==> config.mk <==
export PLATFORM = sky130hd
export DESIGN_NAME = multicycle_controller
export DESIGN_NICKNAME = d
export VERILOG_FILES = /design/src/rtl/multicycle_controller_pkg.sv /design/src/rtl/multicycle_controller_aludec.sv /design/src/rtl/multicycle_controller_mainfsm.sv /design/src/rtl/multicycle_controller.sv
export SDC_FILE = /design/constraint.sdc
export NUM_CORES = 1
export LEC_CHECK = 0
export CORE_MARGIN = 1
export CORE_UTILIZATION = 46
export DETAILED_ROUTE_END_ITERATION = 16
export MAX_ROUTING_LAYER = met4
export PLACE_DENSITY = 0.84
export SYNTH_ARGS = -nofsm -noshare
export SYNTH_HDL_FRONTEND = slang
export SYNTH_SLANG_ARGS = --single-unit
==> constraint.sdc <==
create_clock -name clk -period 2 [get_ports clk]
set_input_delay 0.4 -clock clk [delete_from_list [all_inputs] [get_ports clk]]
set_output_delay 0.4 -clock clk [all_outputs]
set_load 0.01 [all_outputs]
==> src/rtl/multicycle_controller_pkg.sv <==
// riscv_mc_pkg: shared types and encodings for the multicycle RV32I controller.
// Holds the FSM state enum, opcodes, mux-select / ALUOp encodings and the
// per-state Moore control word.
package riscv_mc_pkg;

  typedef enum logic [3:0] {
    S_FETCH, S_DECODE, S_MEMADR, S_MEMREAD, S_MEMWB, S_MEMWRITE,
    S_EXECUTER, S_EXECUTEI, S_ALUWB, S_BEQ, S_JAL, S_JALR, S_JALR_LINK,
    S_ILLEGAL
  } statetype_t;

  localparam logic [6:0] OP_LW   = 7'b0000011;
  localparam logic [6:0] OP_SW   = 7'b0100011;
  localparam logic [6:0] OP_R    = 7'b0110011;
  localparam logic [6:0] OP_I    = 7'b0010011;
  localparam logic [6:0] OP_BEQ  = 7'b1100011;
  localparam logic [6:0] OP_JAL  = 7'b1101111;
  localparam logic [6:0] OP_JALR = 7'b1100111;

  localparam logic [1:0] ALUOP_ADD   = 2'b00;
  localparam logic [1:0] ALUOP_SUB   = 2'b01;
  localparam logic [1:0] ALUOP_FUNCT = 2'b10;

  localparam logic [1:0] RES_ALUOUT    = 2'b00;
  localparam logic [1:0] RES_DATA      = 2'b01;
  localparam logic [1:0] RES_ALURESULT = 2'b10;

  localparam logic [1:0] SRCA_PC    = 2'b00;
  localparam logic [1:0] SRCA_OLDPC = 2'b01;
  localparam logic [1:0] SRCA_RD1   = 2'b10;

  localparam logic [1:0] SRCB_RD2  = 2'b00;
  localparam logic [1:0] SRCB_IMM  = 2'b01;
  localparam logic [1:0] SRCB_FOUR = 2'b10;

  localparam logic [1:0] IMM_I = 2'b00;
  localparam logic [1:0] IMM_S = 2'b01;
  localparam logic [1:0] IMM_B = 2'b10;
  localparam logic [1:0] IMM_J = 2'b11;

  localparam logic [2:0] ALU_ADD = 3'b000;
  localparam logic [2:0] ALU_SUB = 3'b001;
  localparam logic [2:0] ALU_AND = 3'b010;
  localparam logic [2:0] ALU_OR  = 3'b011;
  localparam logic [2:0] ALU_SLT = 3'b101;

  // In FETCH, ir_write/pc_update mean "fetch in progress"; the FSM qualifies
  // them with MemReady at its outputs.
  typedef struct packed {
    logic       adr_src;
    logic       mem_write;
    logic       ir_write;
    logic       pc_update;
    logic       branch;
    logic       reg_write;
    logic       illegal;
    logic [1:0] result_src;
    logic [1:0] alu_src_a;
    logic [1:0] alu_src_b;
    logic [1:0] alu_op;
  } ctrl_t;

  function automatic ctrl_t moore_ctrl(statetype_t s);
    ctrl_t c;
    c = '0;
    case (s)
      S_FETCH:     begin c.alu_src_b = SRCB_FOUR; c.result_src = RES_ALURESULT;
                         c.ir_write = 1'b1; c.pc_update = 1'b1; end
      S_DECODE:    begin c.alu_src_a = SRCA_OLDPC; c.alu_src_b = SRCB_IMM; end
      S_MEMADR:    begin c.alu_src_a = SRCA_RD1; c.alu_src_b = SRCB_IMM; end
      S_MEMREAD:   begin c.result_src = RES_ALUOUT; c.adr_src = 1'b1; end
      S_MEMWB:     begin c.result_src = RES_DATA; c.reg_write = 1'b1; end
      S_MEMWRITE:  begin c.result_src = RES_ALUOUT; c.adr_src = 1'b1;
                         c.mem_write = 1'b1; end
      S_EXECUTER:  begin c.alu_src_a = SRCA_RD1; c.alu_src_b = SRCB_RD2;
                         c.alu_op = ALUOP_FUNCT; end
      S_EXECUTEI:  begin c.alu_src_a = SRCA_RD1; c.alu_src_b = SRCB_IMM;
                         c.alu_op = ALUOP_FUNCT; end
      S_ALUWB:     begin c.result_src = RES_ALUOUT; c.reg_write = 1'b1; end
      S_BEQ:       begin c.alu_src_a = SRCA_RD1; c.alu_src_b = SRCB_RD2;
                         c.alu_op = ALUOP_SUB; c.result_src = RES_ALUOUT;
                         c.branch = 1'b1; end
      S_JAL:       begin c.alu_src_a = SRCA_OLDPC; c.alu_src_b = SRCB_FOUR;
                         c.result_src = RES_ALUOUT; c.pc_update = 1'b1; end
      // PC <= rs1+imm first, link written a cycle later so rd == rs1 is safe
      S_JALR:      begin c.alu_src_a = SRCA_RD1; c.alu_src_b = SRCB_IMM;
                         c.result_src = RES_ALURESULT; c.pc_update = 1'b1; end
      S_JALR_LINK: begin c.alu_src_a = SRCA_OLDPC; c.alu_src_b = SRCB_FOUR;
                         c.result_src = RES_ALURESULT; c.reg_write = 1'b1; end
      S_ILLEGAL:   c.illegal = 1'b1;
      default:     c = '0;
    endcase
    return c;
  endfunction

endpackage

==> src/rtl/multicycle_controller_aludec.sv <==
// aludec: ALU decoder. ALUOp 00 add, 01 sub, 10 by funct3/funct7b5.
// Ports: opb5 (op[5]), funct3, funct7b5, ALUOp in; ALUControl out.
module aludec
  import riscv_mc_pkg::*;
(
  input  logic       opb5,
  input  logic [2:0] funct3,
  input  logic       funct7b5,
  input  logic [1:0] ALUOp,
  output logic [2:0] ALUControl
);

  always_comb begin
    ALUControl = ALU_ADD;
    case (ALUOp)
      ALUOP_ADD: ALUControl = ALU_ADD;
      ALUOP_SUB: ALUControl = ALU_SUB;
      default:
        case (funct3)
          // funct7b5 selects sub only for R-type; addi ignores it
          3'b000:  ALUControl = (opb5 & funct7b5) ? ALU_SUB : ALU_ADD;
          3'b010:  ALUControl = ALU_SLT;
          3'b110:  ALUControl = ALU_OR;
          3'b111:  ALUControl = ALU_AND;
          default: ALUControl = ALU_ADD;
        endcase
    endcase
  end

endmodule

==> src/rtl/multicycle_controller_mainfsm.sv <==
// mainfsm: state register, next-state logic and registered Moore outputs.
// Ports: clk/reset, op and MemReady in; AdrSrc, MemWrite, IRWrite, RegWrite,
// ResultSrc, ALUSrcA, ALUSrcB, ALUOp, Branch, PCUpdate, Illegal out.
// While reset is high the selects read as FETCH and every enable is 0.
module mainfsm
  import riscv_mc_pkg::*;
#(
  parameter bit ILLEGAL_HALT = 1'b1
) (
  input  logic       clk,
  input  logic       reset,
  input  logic [6:0] op,
  input  logic       MemReady,
  output logic       AdrSrc,
  output logic       MemWrite,
  output logic       IRWrite,
  output logic       RegWrite,
  output logic [1:0] ResultSrc,
  output logic [1:0] ALUSrcA,
  output logic [1:0] ALUSrcB,
  output logic [1:0] ALUOp,
  output logic       Branch,
  output logic       PCUpdate,
  output logic       Illegal
);

  localparam ctrl_t FETCH_CTRL = moore_ctrl(S_FETCH);

  statetype_t state;
  ctrl_t      q, sel;

  function automatic statetype_t next_state(statetype_t s, logic [6:0] opc, logic mr);
    statetype_t n;
    n = S_FETCH;
    case (s)
      S_FETCH:    n = mr ? S_DECODE : S_FETCH;
      S_DECODE:
        case (opc)
          OP_LW, OP_SW: n = S_MEMADR;
          OP_R:         n = S_EXECUTER;
          OP_I:         n = S_EXECUTEI;
          OP_BEQ:       n = S_BEQ;
          OP_JAL:       n = S_JAL;
          OP_JALR:      n = S_JALR;
          default:      n = S_ILLEGAL;
        endcase
      S_MEMADR:   n = opc[5] ? S_MEMWRITE : S_MEMREAD;
      S_MEMREAD:  n = mr ? S_MEMWB : S_MEMREAD;
      S_MEMWRITE: n = mr ? S_FETCH : S_MEMWRITE;
      S_EXECUTER, S_EXECUTEI, S_JAL: n = S_ALUWB;
      S_JALR:     n = S_JALR_LINK;
      S_ILLEGAL:  n = ILLEGAL_HALT ? S_ILLEGAL : S_FETCH;
      default:    n = S_FETCH;
    endcase
    return n;
  endfunction

  // Outputs are registered from the next state, so q always matches state.
  always_ff @(posedge clk) begin
    if (reset) begin
      state <= S_FETCH;
      q     <= FETCH_CTRL;
    end else begin
      state <= next_state(state, op, MemReady);
      q     <= moore_ctrl(next_state(state, op, MemReady));
    end
  end

  assign sel = reset ? FETCH_CTRL : q;

  assign AdrSrc    = sel.adr_src;
  assign ResultSrc = sel.result_src;
  assign ALUSrcA   = sel.alu_src_a;
  assign ALUSrcB   = sel.alu_src_b;
  assign ALUOp     = sel.alu_op;

  // ir_write marks FETCH, where both IR and PC updates wait on MemReady.
  assign IRWrite  = ~reset & q.ir_write & MemReady;
  assign PCUpdate = ~reset & q.pc_update & (~q.ir_write | MemReady);
  assign MemWrite = ~reset & q.mem_write;
  assign RegWrite = ~reset & q.reg_write;
  assign Branch   = ~reset & q.branch;
  assign Illegal  = ~reset & q.illegal;

endmodule

==> src/rtl/multicycle_controller.sv <==
// multicycle_controller: control unit for the multicycle RV32I datapath.
// Ports: clk, reset (sync, active-high), op/funct3/funct7b5 from IR, Zero,
// MemReady in; PCWrite, AdrSrc, MemWrite, IRWrite, ResultSrc, ALUSrcA,
// ALUSrcB, ImmSrc, RegWrite, ALUControl, Illegal out.
module multicycle_controller
  import riscv_mc_pkg::*;
#(
  parameter bit ILLEGAL_HALT = 1'b1
) (
  input  logic       clk,
  input  logic       reset,
  input  logic [6:0] op,
  input  logic [2:0] funct3,
  input  logic       funct7b5,
  input  logic       Zero,
  input  logic       MemReady,
  output logic       PCWrite,
  output logic       AdrSrc,
  output logic       MemWrite,
  output logic       IRWrite,
  output logic [1:0] ResultSrc,
  output logic [1:0] ALUSrcA,
  output logic [1:0] ALUSrcB,
  output logic [1:0] ImmSrc,
  output logic       RegWrite,
  output logic [2:0] ALUControl,
  output logic       Illegal
);

  logic [1:0] alu_op;
  logic       branch, pc_update;

  mainfsm #(.ILLEGAL_HALT(ILLEGAL_HALT)) u_fsm (
    .clk(clk), .reset(reset), .op(op), .MemReady(MemReady),
    .AdrSrc(AdrSrc), .MemWrite(MemWrite), .IRWrite(IRWrite),
    .RegWrite(RegWrite), .ResultSrc(ResultSrc), .ALUSrcA(ALUSrcA),
    .ALUSrcB(ALUSrcB), .ALUOp(alu_op), .Branch(branch),
    .PCUpdate(pc_update), .Illegal(Illegal)
  );

  aludec u_aludec (
    .opb5(op[5]), .funct3(funct3), .funct7b5(funct7b5),
    .ALUOp(alu_op), .ALUControl(ALUControl)
  );

  assign PCWrite = pc_update | (branch & Zero);

  always_comb begin
    ImmSrc = IMM_I;
    case (op)
      OP_SW:   ImmSrc = IMM_S;
      OP_BEQ:  ImmSrc = IMM_B;
      OP_JAL:  ImmSrc = IMM_J;
      default: ImmSrc = IMM_I;
    endcase
  end

endmodule

# Yosys cells after proc, flatten, opt, wreduce, memory -nomap -nowiden
# Cells that the tools add are included.
# W data, S select, Z words.
[totals]
register_bits = 19
wordCells = 97
inputBits = 15
[op_classes]
n_eq_ne = 33
muxes = 23
bitwise = 14
n_reduce_logical = 15
[ops]
columns = ["operator", "count"]
rows = [
  ["$eq A4 B4 Y1 const B", 9],
  ["$pmux W4 S8", 1],
  ["$eq A4 B3 Y1 const B", 7],
  ["$pmux W4 S6", 1],
  ["$eq A7 B7 Y1 const B", 3],
  ["$reduce_or A3 Y1", 6],
  ["$eq A4 B2 Y1 const B", 4],
  ["$pmux W2 S2", 4],
  ["$mux W15", 1],
  ["$eq A7 B6 Y1 const B", 2],
  ["$pmux W3 S4", 1],
  ["$and A1 B1 Y1", 10],
  ["$mux W1", 9],
  ["$mux W3", 3],
  ["$eq A4 B1 Y1 const B", 2],
  ["$logic_not A4 Y1", 2],
  ["$eq A7 B2 Y1 const B", 1],
  ["$eq A7 B5 Y1 const B", 1],
  ["$eq A3 B3 Y1 const B", 2],
  ["$pmux W2 S3", 1],
  ["$pmux W3 S2", 1],
  ["$reduce_or A2 Y1", 3],
  ["$reduce_or A5 Y1", 1],
  ["$mux W4", 1],
  ["other kinds (7)", 9],
]

# Longest topological paths before layout
[logic_depth]
ltp_word = 8
depth_mapped = 7

# By module
# Synthesis repeated with hierarchy kept, for this count alone.
[unflattened]
cells_unflattened = 137
area_unflattened_um2 = 1126.1
[by_module_without_submodules]
columns = ["mod", "n_inst", "cells_each", "area_each_um2"]
rows = [
  ["mainfsm", 1, 123, 1032.2],
  ["multicycle_controller", 1, 7, 51.3],
  ["aludec", 1, 7, 42.5],
]

# Least setup slack after synthesis
# OpenSTA, ideal clock, no wires.
[synth_timing]
path_type = "in2reg"
from = "in op[5]"
to = "reg u_fsm.q[7] (netlist name)"
arrival_time_ns = 1.518
n_path_buf = 0
slack_ns = 0.358
path_stages = 5
setup_ns = 0.124
cell_sequence = "or3b_2 o22ai_1 a21o_1 mux2i_1 o21ai_0"
[synth_between]
elab_chain_cells = 8
elab_cells_between_ends = 18
classes_between = "eq/ne: 10; mux: 5; reduce/logical: 3"
[synth_lines]
columns = ["element", "line_no", "text"]
rows = [
  ["from (decl)", "multicycle_controller.sv:12", "input logic [6:0] op,"],
  ["$eq A7 B2 Y1 or $eq A7 B6 Y1 (tied branches)", "multicycle_controller_mainfsm.sv:38", "case (opc)"],
  ["$reduce_or A2 Y1", "multicycle_controller_mainfsm.sv:38", ""],
  ["$pmux W4 S6", "multicycle_controller_mainfsm.sv:38", ""],
  ["$pmux W4 S8 (*)", "multicycle_controller_mainfsm.sv:35", "case (s)"],
  ["$mux W4 (*)", "multicycle_controller_mainfsm.sv:60", "if (reset) begin"],
  ["$eq A4 B4 Y1 or $logic_not A4 Y1 (tied branches)", "multicycle_controller_pkg.sv:66", "case (s)"],
  ["$reduce_or A3 Y1 (no line)", "--", ""],
  ["$pmux W2 S2 (*)", "multicycle_controller_pkg.sv:66", ""],
  ["to (signal assigned)", "multicycle_controller_mainfsm.sv:65", "q <= moore_ctrl(next_state(state, op, MemReady));"],
  ["to (decl)", "multicycle_controller_mainfsm.sv:30", "ctrl_t q, sel;"],
]
# Mark *: on every way between the ends. The rest lies on a longest branch, timed or not. The select of a mux whose other input is x is not followed.
# A chain may end at the register's enable or synchronous reset.

# Worst setup path in the final report
[layout_timing]
from = "in op[2]"
to = "out ImmSrc[0]"
[layout_between]
elab_chain_cells = 2
elab_cells_between_ends = 4
classes_between = "eq/ne: 3; mux: 1"
[layout_lines]
columns = ["element", "line_no", "text"]
rows = [
  ["$eq A7 B7 Y1 or $eq A7 B6 Y1 (tied branches)", "multicycle_controller.sv:50", "case (op)"],
  ["$pmux W2 S3 (*)", "multicycle_controller.sv:50", ""],
  ["to (decl)", "multicycle_controller.sv:24", "output logic [1:0] ImmSrc,"],
]
# Mark *: on every way between the ends. The rest lies on a longest branch, timed or not.

==> impl_metrics.yaml <==
yosys:
  syn_avg_cell_area_um2: 8.237
  synth.net_count: 147
  synth_seq_area_share: 0.3314
  synthesis.area_um2: 1087
  synthSimpleGateAreaFrac: 0.3360
  ys_seq_elements: 18
  synth-main-ff-cell: "dfxtp_1"
  synth-async-reset-ratio: 0
  netlist_instances: 132
  synthXorXnorAreaFrac: 0.02417
  synth.distinct_cells: 44
  ys_warn_count: 0
  synth-adder-area-share: 0
  synth.area.mux_share: 0.01841
  synth_top_family_by_area: "simple AND/OR/NAND/NOR gates"
  synth_compound_area_frac: 0.2520
  synth_edf_count: 0
clocking:
  clockBufferDepth: 2
  cts_made_buffers: 3
  cts_tree: "done"
  cts-hold-fix-buffers: 0
  h-tree-depth: 1
  root_buffer: "clkbuf_4"
  clkSinkCount: 18
  path_clk_slew_ns: 0.11
  insertion_delay_ns: 0.31
worst_setup_path:
  critPathKind: "primary input to output port"
  arrival_ns: 1.59
  crit_chain: "clkdlybuf4s50_1 > buf_4 > nand3_1 > nor2_1 > nor2_1 > nor2_1 > buf_2"
  start_kind: "primary input"
  crit_fanout: 3
  cp_slowest_cell: "clkdlybuf4s50_1"
  cpPeakStageDelay_ns: 0.49
  crit_buf_inv: 3
  setup.worst_path.end_class: "output port"
  cp.required_ns: 1.60
  cp_top_family: "buffers and inverters"
  cpMostUsedCell: "nor2_1"
sta:
  max_freq_ghz: 0.5032
  fin_crit_sh: 0.9936
  hold_viol: 0
  post-route-min-period_ns: 1.987
  report.final.setup_viol: 0
  tightest_slew_ns: 0.4281
  whs_ns: 0.7898
  worst_clock_skew_ns: 0.01018
  slew_violations: 0
  slew_headroom: 0.7146
finish:
  antenna_cells: 0
  final_common_cell: "buf_4"
  nFillCells: 165
  register_area_um2: 360.3
  multiInputGateArea_um2: 737.0
  final_cell_mix: "buf_4 (23), dfxtp_1 (18), nor2_1 (16)"
  area_growth_pct: 55.24
  layout.cells.non_filler: 215
  drive_gt1_frac: 0.2888
  layout.nets: 203
grt:
  grt_pass1_vias: 1134
  antenna_found_initial: 0
  overflow: 0
  grt_start_max_net_pins: 15
  grt_pass1_wl_um: 4933
  grt_use_total: 0.2611
outcome:
  outcome: "finished clean"
floorplan:
  die_w_um: 50.62
  num_io_pins: 32
  start_util: 0.4915
  die_h_um: 50.62
  die_area_um2: 2562
  rows: 17
  core_um2: 2212
pwr:
  netSwitchingPower_mw: 0.3278
  p_sw_frac: 0.3245
  p_comb_frac: 0.365
  power.internal_mw: 0.6823
  finalPower_mw: 1.010
  powerDensity_nw_per_um2: 598.4
  clkPwrFrac: 0.225
  p_seq_frac: 0.411
  vdd_drop_max_mv: 0.5939
  cellLeakagePower_nw: 0.7586
place:
  dp_hpwl_um: 2359
  port_buffers: 31
  place_congestion: 0.9359
  dp.cells: 210
route:
  via_per_inst: 5.702
  ant_nets: 0
  via_count: 1226
  drcViolationCount: 0
  dr.first_iter.drc_count: 55
  wire_per_inst_um: 15.24
  drtPass1Iterations: 4
  wl_um: 3277
flow_run:
  max_cap_viol_count: 0
hold_path:
  hp-class: "register to register"
## path summary, 6_finish.rpt
check	from	to	slack [ns]	depth (start not counted)
setup / recovery	op[2]	ImmSrc[0]	0.01	7
hold / removal	u_fsm.state[2]$_SDFF_PP0_	u_fsm.q[3]$_SDFF_PP1_	0.79	3
hold reg to reg	u_fsm.state[2]$_SDFF_PP0_	u_fsm.q[3]$_SDFF_PP1_	0.79	3
setup reg to reg	u_fsm.state[2]$_SDFF_PP0_	u_fsm.q[4]$_SDFF_PP0_	0.19	6
## tightest hold or removal path, stage by stage, from the launching register on
cell,delay [ns]
dfxtp_1,0.43
nor2_1,0.19
nor2_1,0.07
nand2_1,0.06
## area by class of cell
class                           count  share of cell area
Multi-Input combinational cell    104              0.4366
Timing Repair Buffer               57              0.2987
Sequential cell                    18              0.2135
Clock buffer                        4             0.02150
Tap cell                           28             0.02076
Inverter                            4            0.008895
## through the flow
| stage | area [um^2] | worst slack [ns] | TNS [ns] | util |
|---|---|---|---|---|
| 4_1_cts | 1634 | 0.001218 | 0 | 0.7387 |
| 2_1_floorplan | 1087 | 0.3578 | 0 | - |
| 3_3_place_gp | 1607 | -0.2940 | -5.544 | 0.7262 |
| 6_report | 1688 | 0.01281 | 0 | 0.7630 |
| 3_5_place_dp | 1607 | -0.3283 | -6.873 | 0.7262 |
| 5_1_grt | 1688 | -0.07382 | -0.1655 | 0.7630 |
## cells in the mapped netlist, types with 3 or more instances
master / instances / share of area
inv_1: 4 / 0.014
o21ai_0: 3 / 0.014
o211ai_1: 4 / 0.028
xnor2_1: 3 / 0.024
nor2b_1: 8 / 0.046
nand2_1: 10 / 0.035
buf_2: 3 / 0.014
a21oi_1: 5 / 0.023
a31oi_1: 3 / 0.017
nor2_1: 20 / 0.069
nor3_1: 4 / 0.018
dfxtp_1: 18 / 0.33
nand3_1: 5 / 0.023
## state kept, by name, indices dropped and copies added, names as in the netlist
register / cells
u_fsm.q: 14
u_fsm.state: 4
## logic make-up (layout without fill, tap and decap cells)
logic type,after synthesis,count (layout)
DFF,18,18
AOI/OAI and AO/OA,34,34
muxes,2,2
and+or+nand+nor,65,65
buffers and inverters,10,65
xor gates and xnor gates,3,3
## power by group through the flow
stage	registers [mW]	logic (mW)	clock network, mW
floorplan	0.408	0.202	0
global placement	0.419	0.331	0
detailed placement	0.422	0.344	0
CTS	0.414	0.338	0.219
global route	0.419	0.397	0.244
finish	0.415	0.368	0.227
## metal layers
metal  wire, um  vias to the layer above  track usage
met1       1355                      568       0.3130
met4        143                        0      0.07870
met5          0                        -            -
met3        199                       14      0.04545
met2       1578                       60       0.4444
li1           -                      584            -
## repair_timing
item                       in CTS  in global routing
buffers inserted                0                  1
resized for setup              27                 18
setup endpoints to repair      20                 10
pin swaps                       2                  3
Note: power is estimated with default switching activity, not from simulation.
